--- config.mk ---
export PLATFORM = sky130hd
export DESIGN_NAME = bubble_fetch_unit
export DESIGN_NICKNAME = d
export VERILOG_FILES = /design/src/rtl/bubble_pkg.sv /design/src/rtl/bubble_fetch_fifo.sv /design/src/rtl/bubble_fetch_unit.sv
export SDC_FILE = /design/constraint.sdc
export NUM_CORES = 1
export LEC_CHECK = 0
export ABC_CLOCK_PERIOD_IN_PS = 2000
export CORE_MARGIN = 1
export CORE_UTILIZATION = 38
export DETAILED_ROUTE_END_ITERATION = 8
export HOLD_SLACK_MARGIN = 0.03
export PLACE_DENSITY = 0.6
export SETUP_SLACK_MARGIN = 0.2
export SYNTH_ARGS = -nofsm -noshare
export SYNTH_HDL_FRONTEND = slang
export SYNTH_SLANG_ARGS = --single-unit
--- constraint.sdc ---
create_clock -name clk -period 2 [get_ports clk]
set_input_delay 0.6 -clock clk [delete_from_list [all_inputs] [get_ports clk]]
set_output_delay 0.6 -clock clk [all_outputs]
set_load 0.005 [all_outputs]
--- src/rtl/bubble_pkg.sv ---
// Shared definitions for the bubble fetch front end.
// Latency: n/a (constants and types only).
// Backpressure: n/a.
package bubble_pkg;

  localparam int DEF_PC_W    = 8;
  localparam int DEF_INSTR_W = 32;

  localparam logic [DEF_PC_W-1:0]    DEF_RESET_PC = '0;
  localparam logic [DEF_INSTR_W-1:0] NOP_INSTR    = '0;

  // One prefetched instruction together with the address it came from.
  typedef struct packed {
    logic [DEF_PC_W-1:0]    pc;
    logic [DEF_INSTR_W-1:0] instr;
  } fetch_entry_t;

endpackage

--- src/rtl/bubble_fetch_fifo.sv ---
// Synchronous DEPTH-entry FIFO with push, pop, flush and occupancy count.
// Latency: a push is visible at head_dat the cycle after it is written.
// Backpressure: none internally; the caller must never push when full. Flush wins over push/pop.
// Ports: clk/reset, flush, push + push_dat, pop, head_dat, count, empty.
module bubble_fetch_fifo
  import bubble_pkg::*;
#(
  parameter type entry_t = fetch_entry_t,
  parameter int  DEPTH   = 4,
  localparam int AW      = $clog2(DEPTH),
  localparam int CW      = AW + 1
) (
  input  logic          clk,
  input  logic          reset,
  input  logic          flush,
  input  logic          push,
  input  entry_t        push_dat,
  input  logic          pop,
  output entry_t        head_dat,
  output logic [CW-1:0] count,
  output logic          empty
);

  entry_t        mem_q [DEPTH];
  entry_t        mem_d [DEPTH];
  logic [AW-1:0] wr_ptr_q, wr_ptr_d;
  logic [AW-1:0] rd_ptr_q, rd_ptr_d;
  logic [CW-1:0] count_q, count_d;
  logic          do_push, do_pop;

  always_comb begin
    do_push  = push & !flush;
    do_pop   = pop & !flush & (count_q != '0);
    mem_d    = mem_q;
    wr_ptr_d = wr_ptr_q;
    rd_ptr_d = rd_ptr_q;
    count_d  = count_q;
    if (flush) begin
      wr_ptr_d = '0;
      rd_ptr_d = '0;
      count_d  = '0;
    end else begin
      if (do_push) begin
        mem_d[wr_ptr_q] = push_dat;
        wr_ptr_d        = wr_ptr_q + 1'b1;  // power-of-two depth: natural wrap
      end
      if (do_pop) begin
        rd_ptr_d = rd_ptr_q + 1'b1;
      end
      case ({do_push, do_pop})
        2'b10:   count_d = count_q + 1'b1;
        2'b01:   count_d = count_q - 1'b1;
        default: count_d = count_q;
      endcase
    end
  end

  always_ff @(posedge clk or negedge reset) begin
    if (!reset) begin
      wr_ptr_q <= '0;
      rd_ptr_q <= '0;
      count_q  <= '0;
    end else begin
      wr_ptr_q <= wr_ptr_d;
      rd_ptr_q <= rd_ptr_d;
      count_q  <= count_d;
    end
  end

  // Storage needs no reset: its contents are only observed through a non-empty head.
  always_ff @(posedge clk) begin
    mem_q <= mem_d;
  end

  assign head_dat = mem_q[rd_ptr_q];
  assign count    = count_q;
  assign empty    = (count_q == '0);

endmodule

--- src/rtl/bubble_fetch_unit.sv ---
// Instruction fetch front end: issues imem reads, buffers {pc, instr} in a prefetch FIFO, hands them to decode.
// Latency: read issued in cycle 0, data in cycle 1, if_valid in cycle 2; one instruction per cycle steady state.
// Backpressure: id_ready=0 fills the FIFO; reads stop when count + in-flight read reaches DEPTH.
// Ports: clk/reset (async active-low), imem_rd_en/imem_addr/imem_rdata, redirect_valid/redirect_pc,
//        if_valid/if_instr/if_pc/id_ready toward decode, fifo_count occupancy.
module bubble_fetch_unit
  import bubble_pkg::*;
#(
  parameter int              PC_W     = DEF_PC_W,
  parameter int              INSTR_W  = DEF_INSTR_W,
  parameter int              DEPTH    = 4,
  parameter logic [PC_W-1:0] RESET_PC = PC_W'(DEF_RESET_PC),
  localparam int             CW       = $clog2(DEPTH) + 1
) (
  input  logic               clk,
  input  logic               reset,
  output logic               imem_rd_en,
  output logic [PC_W-1:0]    imem_addr,
  input  logic [INSTR_W-1:0] imem_rdata,
  input  logic               redirect_valid,
  input  logic [PC_W-1:0]    redirect_pc,
  output logic               if_valid,
  output logic [INSTR_W-1:0] if_instr,
  output logic [PC_W-1:0]    if_pc,
  input  logic               id_ready,
  output logic [CW-1:0]      fifo_count
);

  typedef struct packed {
    logic [PC_W-1:0]    pc;
    logic [INSTR_W-1:0] instr;
  } entry_t;

  logic [PC_W-1:0] fetch_pc_q, fetch_pc_d;
  logic [PC_W-1:0] pending_pc_q, pending_pc_d;
  logic            pending_q, pending_d;
  logic [CW-1:0]   occupancy;
  logic            fifo_empty;
  logic            pop;
  entry_t          push_dat;
  entry_t          head_dat;

  always_comb begin
    // The in-flight read already owns a slot, so it is counted before issuing another.
    occupancy  = fifo_count + CW'(pending_q);
    imem_rd_en = reset & !redirect_valid & (occupancy < CW'(DEPTH));
    imem_addr  = fetch_pc_q;

    // A redirect hides the head so decode cannot consume a soon-to-be-flushed entry.
    if_valid = !redirect_valid & !fifo_empty;
    if_pc    = fifo_empty ? '0 : head_dat.pc;
    if_instr = fifo_empty ? INSTR_W'(NOP_INSTR) : head_dat.instr;
    pop      = if_valid & id_ready;

    push_dat.pc    = pending_pc_q;
    push_dat.instr = imem_rdata;

    fetch_pc_d = fetch_pc_q;
    if (redirect_valid) begin
      fetch_pc_d = redirect_pc;
    end else if (imem_rd_en) begin
      fetch_pc_d = fetch_pc_q + 1'b1;
    end

    // imem_rd_en is already low during a redirect, which squashes any in-flight read.
    pending_d    = imem_rd_en;
    pending_pc_d = imem_rd_en ? fetch_pc_q : pending_pc_q;
  end

  always_ff @(posedge clk or negedge reset) begin
    if (!reset) begin
      fetch_pc_q   <= RESET_PC;
      pending_q    <= 1'b0;
      pending_pc_q <= '0;
    end else begin
      fetch_pc_q   <= fetch_pc_d;
      pending_q    <= pending_d;
      pending_pc_q <= pending_pc_d;
    end
  end

  bubble_fetch_fifo #(
    .entry_t (entry_t),
    .DEPTH   (DEPTH)
  ) u_fifo (
    .clk      (clk),
    .reset    (reset),
    .flush    (redirect_valid),
    .push     (pending_q),
    .push_dat (push_dat),
    .pop      (pop),
    .head_dat (head_dat),
    .count    (fifo_count),
    .empty    (fifo_empty)
  );

endmodule

==> impl_metrics.ini, run 1 <==
[critical_path]
crit_top_cell = buf_12
worstRegToRegCells = 13
crit_family = buffers and inverters
cp_max_fo = 6
crit_arrival_ns = 2.04
worstSetupPathType = flip-flop to primary output
r2r_end = pending_pc_q[2]$_DFFE_PN0P_
crit_path_top_delay_cell = dfrtp_2
r2r_setup_slack_ns = -0.29
start_kind = flip-flop
reg2reg_from = u_fifo.count[1]$_DFFE_PN0P_
cp-end-kind = primary output
slowest_delay_ns = 0.44
path_cells = buf_6 -> buf_8 -> buf_12 -> buf_12 -> mux4_2 -> nor2b_4 -> buf_2
crit_required_ns = 1.40
crit_cells = 7
crit_buf_inv = 5

[final_layout]
nets = 635
syn_to_final_growth_pct = 47.9
layout-drive-gt1-share_pct = 51.2
n_antenna_cell = 0
post-route-util_pct = 57.7

[sta]
fmax_mhz = 378
skew_ns = 0.0100
period_needed_ns = 2.64
grt_setup_unrepaired = true
tightest_slew_ns = 0.300
finalMaxSlewViolations = 0
finalCritPeriodShare_pct = 132
layout_setup_ws_ns = -0.643
hold_viol_final = 0
setup_tns_ns = -25.12
setup_viol = 54
relSlewSlack_pct = 79.9

[logic_synthesis]
synth_area_um2 = 7320
syn_nets = 427
avgSynthCellArea_um2 = 19.4
synth_cells = 377
synth_area_leaders = edfxtp_1 66%, mux4_2 12%, dfrtp_1 8.2%, nor2b_1 3.6%, mux2_2 1.2%
ys_types = 42
synth_common_cells = 160 x edfxtp_1, 42 x nor2b_1, 40 x mux4_2, 24 x dfrtp_1, 10 x nor2_1
synth_sequential_area_ratio_pct = 73.9
synthArstFlopShare_pct = 13.0
synth_top_area_share_pct = 65.7
synthFlopType = edfxtp_1
synth_top_area_cell = edfxtp_1
synth_most_common_cell = edfxtp_1
synth_edf_count = 160
yosysWarnings = 0
yosys_register_bits = 184

[drt]
route.detailed.drc = 0
detail_route.first_pass.iterations = 4
wirelength_um = 16300
vias_per_cell = 5.06
vias = 4206
ant_nets = 0
wl_per_cell_um = 19.6
drt_iter0_drc = 188

[place]
routabilityCongestion = 0.800
hpwl_um = 9500
portBuffers = 96

[clock_tree]
cts_hold_repair.buffers = 0
tritoncts = yes
htreeDepth = 4
cts_buffer_depth = 2
numClockSinks = 184
cts_buffers = 17
root_buffer = clkbuf_16
clkLatencyLatePin_ns = 0.42
clk_pin_slew_ns = 0.07

[pwr]
p_leak_nw = 3.99
powerDensity_nw_per_um2 = 1350
peakVddDrop_mv = 0.781

[die]
dieHeight_um = 141
core.rowCount = 50
io_pins = 97
initial_core_util_pct = 39.0
die_w_um = 141
die_area_um2 = 19800
core_area_um2 = 18800

[hold_path]
holdPathStages = 0
min_to = u_fifo.mem_q[117]$_DFFE_PP_
hp-start = pending_pc_q[5]$_DFFE_PN0P_
hold_path_class = flip-flop to flip-flop

[grt]
grt_pass1_wl_um = 24900
grt_use_total_pct = 17.1
grt_max_degree = 27
antenna_found_initial = 0
grt_pass1_vias = 4499
grt.overflow.total = 0

[job]
drv_cap = 0

[run_status]
violations = setup timing
status = complete, but fails checks
## state kept, by name, indices dropped and copies added, names as in the netlist
name / count
imem_addr: 8
pending_pc_q: 8
pending_q: 1
u_fifo.count: 3
u_fifo.mem_q: 160
u_fifo.rd_ptr_q: 2
u_fifo.wr_ptr_q: 2
## cell families after synthesis
kind of cell / synth area share (%)
xor+xnor: 0.701
mux: 13.8
compound gates: 1.97
fa+ha+maj: 1.13
buf+inv: 1.57
simple gates: 6.94
flops: 73.9
## how the worst max path moves through the flow
stage | start | end | slack, ns
6_report | u_fifo.rd_ptr_q[0]$_DFFE_PN0P_ | if_pc[0] | -0.64
5_1_grt | u_fifo.rd_ptr_q[0]$_DFFE_PN0P_ | if_instr[28] | -0.70
4_1_cts | u_fifo.rd_ptr_q[0]$_DFFE_PN0P_ | if_pc[0] | -0.65
3_5_place_dp | reset | imem_addr[5]$_DFFE_PN0P_ | -0.44
3_3_place_gp | reset | imem_rd_en | -0.40
2_1_floorplan | redirect_valid | u_fifo.mem_q[0]$_DFFE_PP_ | 0.12
## per-layer routing
layer	GRT usage, %	share of wire, %
met5	0	0
met2	29.8	52
met4	4.12	0.92
met3	4.35	4.4
met1	21.5	43
## layout make-up
class	count	area, um2
multi-input combinational	168	2260
tap	234	293
clock inverter	6	45.0
timing repair buffer	208	2220
inverter	6	22.5
sequential	184	5410
clock buffer	26	574
fill	1426	7940
## report_power, final
group	leakage [nW]	internal (mW)	switching (mW)
Clock	0.310	2.00	1.38
Sequential	1.73	4.50	0.188
Combinational	1.95	3.92	2.59
## metrics by stage
stage	std cells	area, um2	setup WS, ns	hold WS [ns]	total power [mW]
2_1_floorplan	377	7740	0.124	0.304	7.65
3_3_place_gp	733	9380	-0.396	0.488	10.1
3_5_place_dp	733	9380	-0.435	0.506	10.2
4_1_cts	824	10600	-0.651	0.522	14.4
5_1_grt	832	10800	-0.704	0.547	15.2
6_report	832	10800	-0.643	0.523	14.6
## cells in the final DEF, fill, tap and decap left out, types with 7 or more instances in the layout
cell type        count
buf_12              25
clkbuf_16           21
nor2_1               9
mux4_2              40
buf_4               41
edfxtp_1           160
nor2b_4             41
dfrtp_1             19
dlygate4sd2_1        8
mux2_2               7
buf_8                7
buf_2               34
buf_6               46
clkdlybuf4s50_1     42
## timing repair
action / CTS / global route
buffers inserted: 54 / 8
resized for setup: 252 / 28
pin swaps: 12 / 9
cloned: 5 / 0
endpoints found under the setup margin: 175 / 68
No activity file was read; power rests on OpenSTA's default activity.
==> run 2, diff against run 1 <==
GPL_TIMING_DRIVEN = 0   (was not set)
==> impl_metrics.ini, run 2 (synthesis gave the netlist of run 1 again) <==
[sta]
fmax_mhz = 393
tightest_slew_ns = 0.656
layout_setup_ws_ns = -0.545
setup_viol = 42
relSlewSlack_pct = 56.2
finalCritPeriodShare_pct = 127
grt_setup_unrepaired = true
hold_viol_final = 0
skew_ns = 0.00814
finalMaxSlewViolations = 0
period_needed_ns = 2.55

[final_layout]
post-route-util_pct = 53.4
regMostFlops = u_fifo.mem_q
finalNonFillerCells = 789
largest_register_ffs = 160
syn_to_final_growth_pct = 37.0
layout-drive-gt1-share_pct = 45.6
fill_cells = 1508
final_cell_area_um2 = 10000
n_antenna_cell = 0
layout_common_cells = 160 x edfxtp_1, 41 x nor2b_4, 41 x clkdlybuf4s50_1
nets = 592
layout_commonest_cell = edfxtp_1

[clock_tree]
tritoncts = yes
cts_buffers = 17
cts_hold_repair.buffers = 0
numClockSinks = 184
cts_buffer_depth = 2
clk_pin_slew_ns = 0.06
clkLatencyLatePin_ns = 0.43
htreeDepth = 4
root_buffer = clkbuf_16

[grt]
grt_max_degree = 41
grt_use_total_pct = 15.3
grt_pass1_vias = 4121
grt.overflow.total = 0
grt_pass1_wl_um = 21900
antenna_found_initial = 0

[pwr]
powerDensity_nw_per_um2 = 1330
peakVddDrop_mv = 0.805
totalPowerFinal_mw = 13.4
p_leak_nw = 3.59

[drt]
route.detailed.drc = 0
ant_nets = 0
vias = 3984
wl_met2_um = 7810
wl_per_cell_um = 19.5
route.met3.wl_um = 672
maxUsedRoutingLayer = met4
vias_per_cell = 5.05
wirelength_um = 15400
drt_iter0_drc = 139
met1_length_um = 6730
detail_route.first_pass.iterations = 4

[place]
dp_cells = 706
place_area_um2 = 8980
hpwl_um = 8250
routabilityCongestion = 0.815
pre_cts_slack_ns = -1.86
portBuffers = 95

[die]
initial_core_util_pct = 39.0
die_area_um2 = 19800
dieHeight_um = 141
core.rowCount = 50
core_area_um2 = 18800
die_w_um = 141
io_pins = 97

[hold_path]
hold_path_class = primary input to async pin

[critical_path]
crit_arrival_ns = 1.95
cp_max_fo = 5
crit_required_ns = 1.40
worstSetupPathType = flip-flop to primary output
cp-end-kind = primary output
start_kind = flip-flop

[run_status]
violations = setup timing
status = complete, but fails checks

[job]
drv_cap = 0
## run 2: final timing paths
check                           slack [ns]                           start                              to  cells after the start
max in group asynchronous             1.59                           reset  u_fifo.rd_ptr_q[0]$_DFFE_PN0P_                      1
worst max-delay path                 -0.55  u_fifo.rd_ptr_q[0]$_DFFE_PN0P_                        if_pc[2]                      6
min in group clk                      0.50                  redirect_valid        imem_addr[3]$_DFFE_PN0P_                      2
worst max register to register        0.02     u_fifo.count[1]$_DFFE_PN0P_     u_fifo.count[2]$_DFFE_PN0P_                      8
worst min register to register        0.52     pending_pc_q[0]$_DFFE_PN0P_      u_fifo.mem_q[72]$_DFFE_PP_                      0
worst min-delay path                  0.09                           reset        imem_addr[7]$_DFFE_PN0P_                      1
## run 2: cell type report
class                           instances  area (um2)  area share, %
Buffer                                 20         270           2.70
Clock buffer                           20         437           4.36
Clock inverter                         12         126           1.26
Inverter                                6        22.5          0.225
Multi-Input combinational cell        173        2210           22.1
Sequential cell                       184        5410           54.0
Tap cell                              234         293           2.92
Timing Repair Buffer                  140        1250           12.4
## run 2: timing repair
action / CTS / global route
buffers inserted: 21 / 19
endpoints found under the setup margin: 232 / 89
resized for setup: 157 / 63
pin swaps: 4 / 14
endpoints found under the hold margin: 0 / 0
cloned: 0 / 11
## run 2: worst max-delay path: stages, from the launching register on
cell and delay [ns]:
dfrtp_2 0.41, buf_12 0.15, buf_12 0.13, buf_6 0.09, mux4_2 0.47, nor2b_4 0.14
buf_2 0.13
## run 2: stage by stage
stage	setup TNS, ns	hold WS, ns
3_3_place_gp	-102.08	0.487
6_report	-19.22	0.0885
5_1_grt	-24.24	0.0984
2_1_floorplan	0	0.304
3_5_place_dp	-109.20	0.512
4_1_cts	-23.48	0.0830
## run 2: power by group
group | internal [mW] | switching [mW]
Clock | 1.83 | 1.35
Combinational | 3.18 | 2.31
Sequential | 4.51 | 0.192
## run 2: metal layers
| layer | up-vias | track usage (%) |
|---|---|---|
| li1 | 1823 | - |
| met1 | 2055 | 17.9 |
| met2 | 91 | 26.4 |
| met3 | 15 | 4.99 |
| met4 | 0 | 5.38 |
| met5 | - | 0 |
==> run 3, diff against run 2 <==
GPL_ROUTABILITY_DRIVEN = 0   (was not set)
==> results of run 3 <==
Final layout, timing and power as in run 2 (identical DEF).
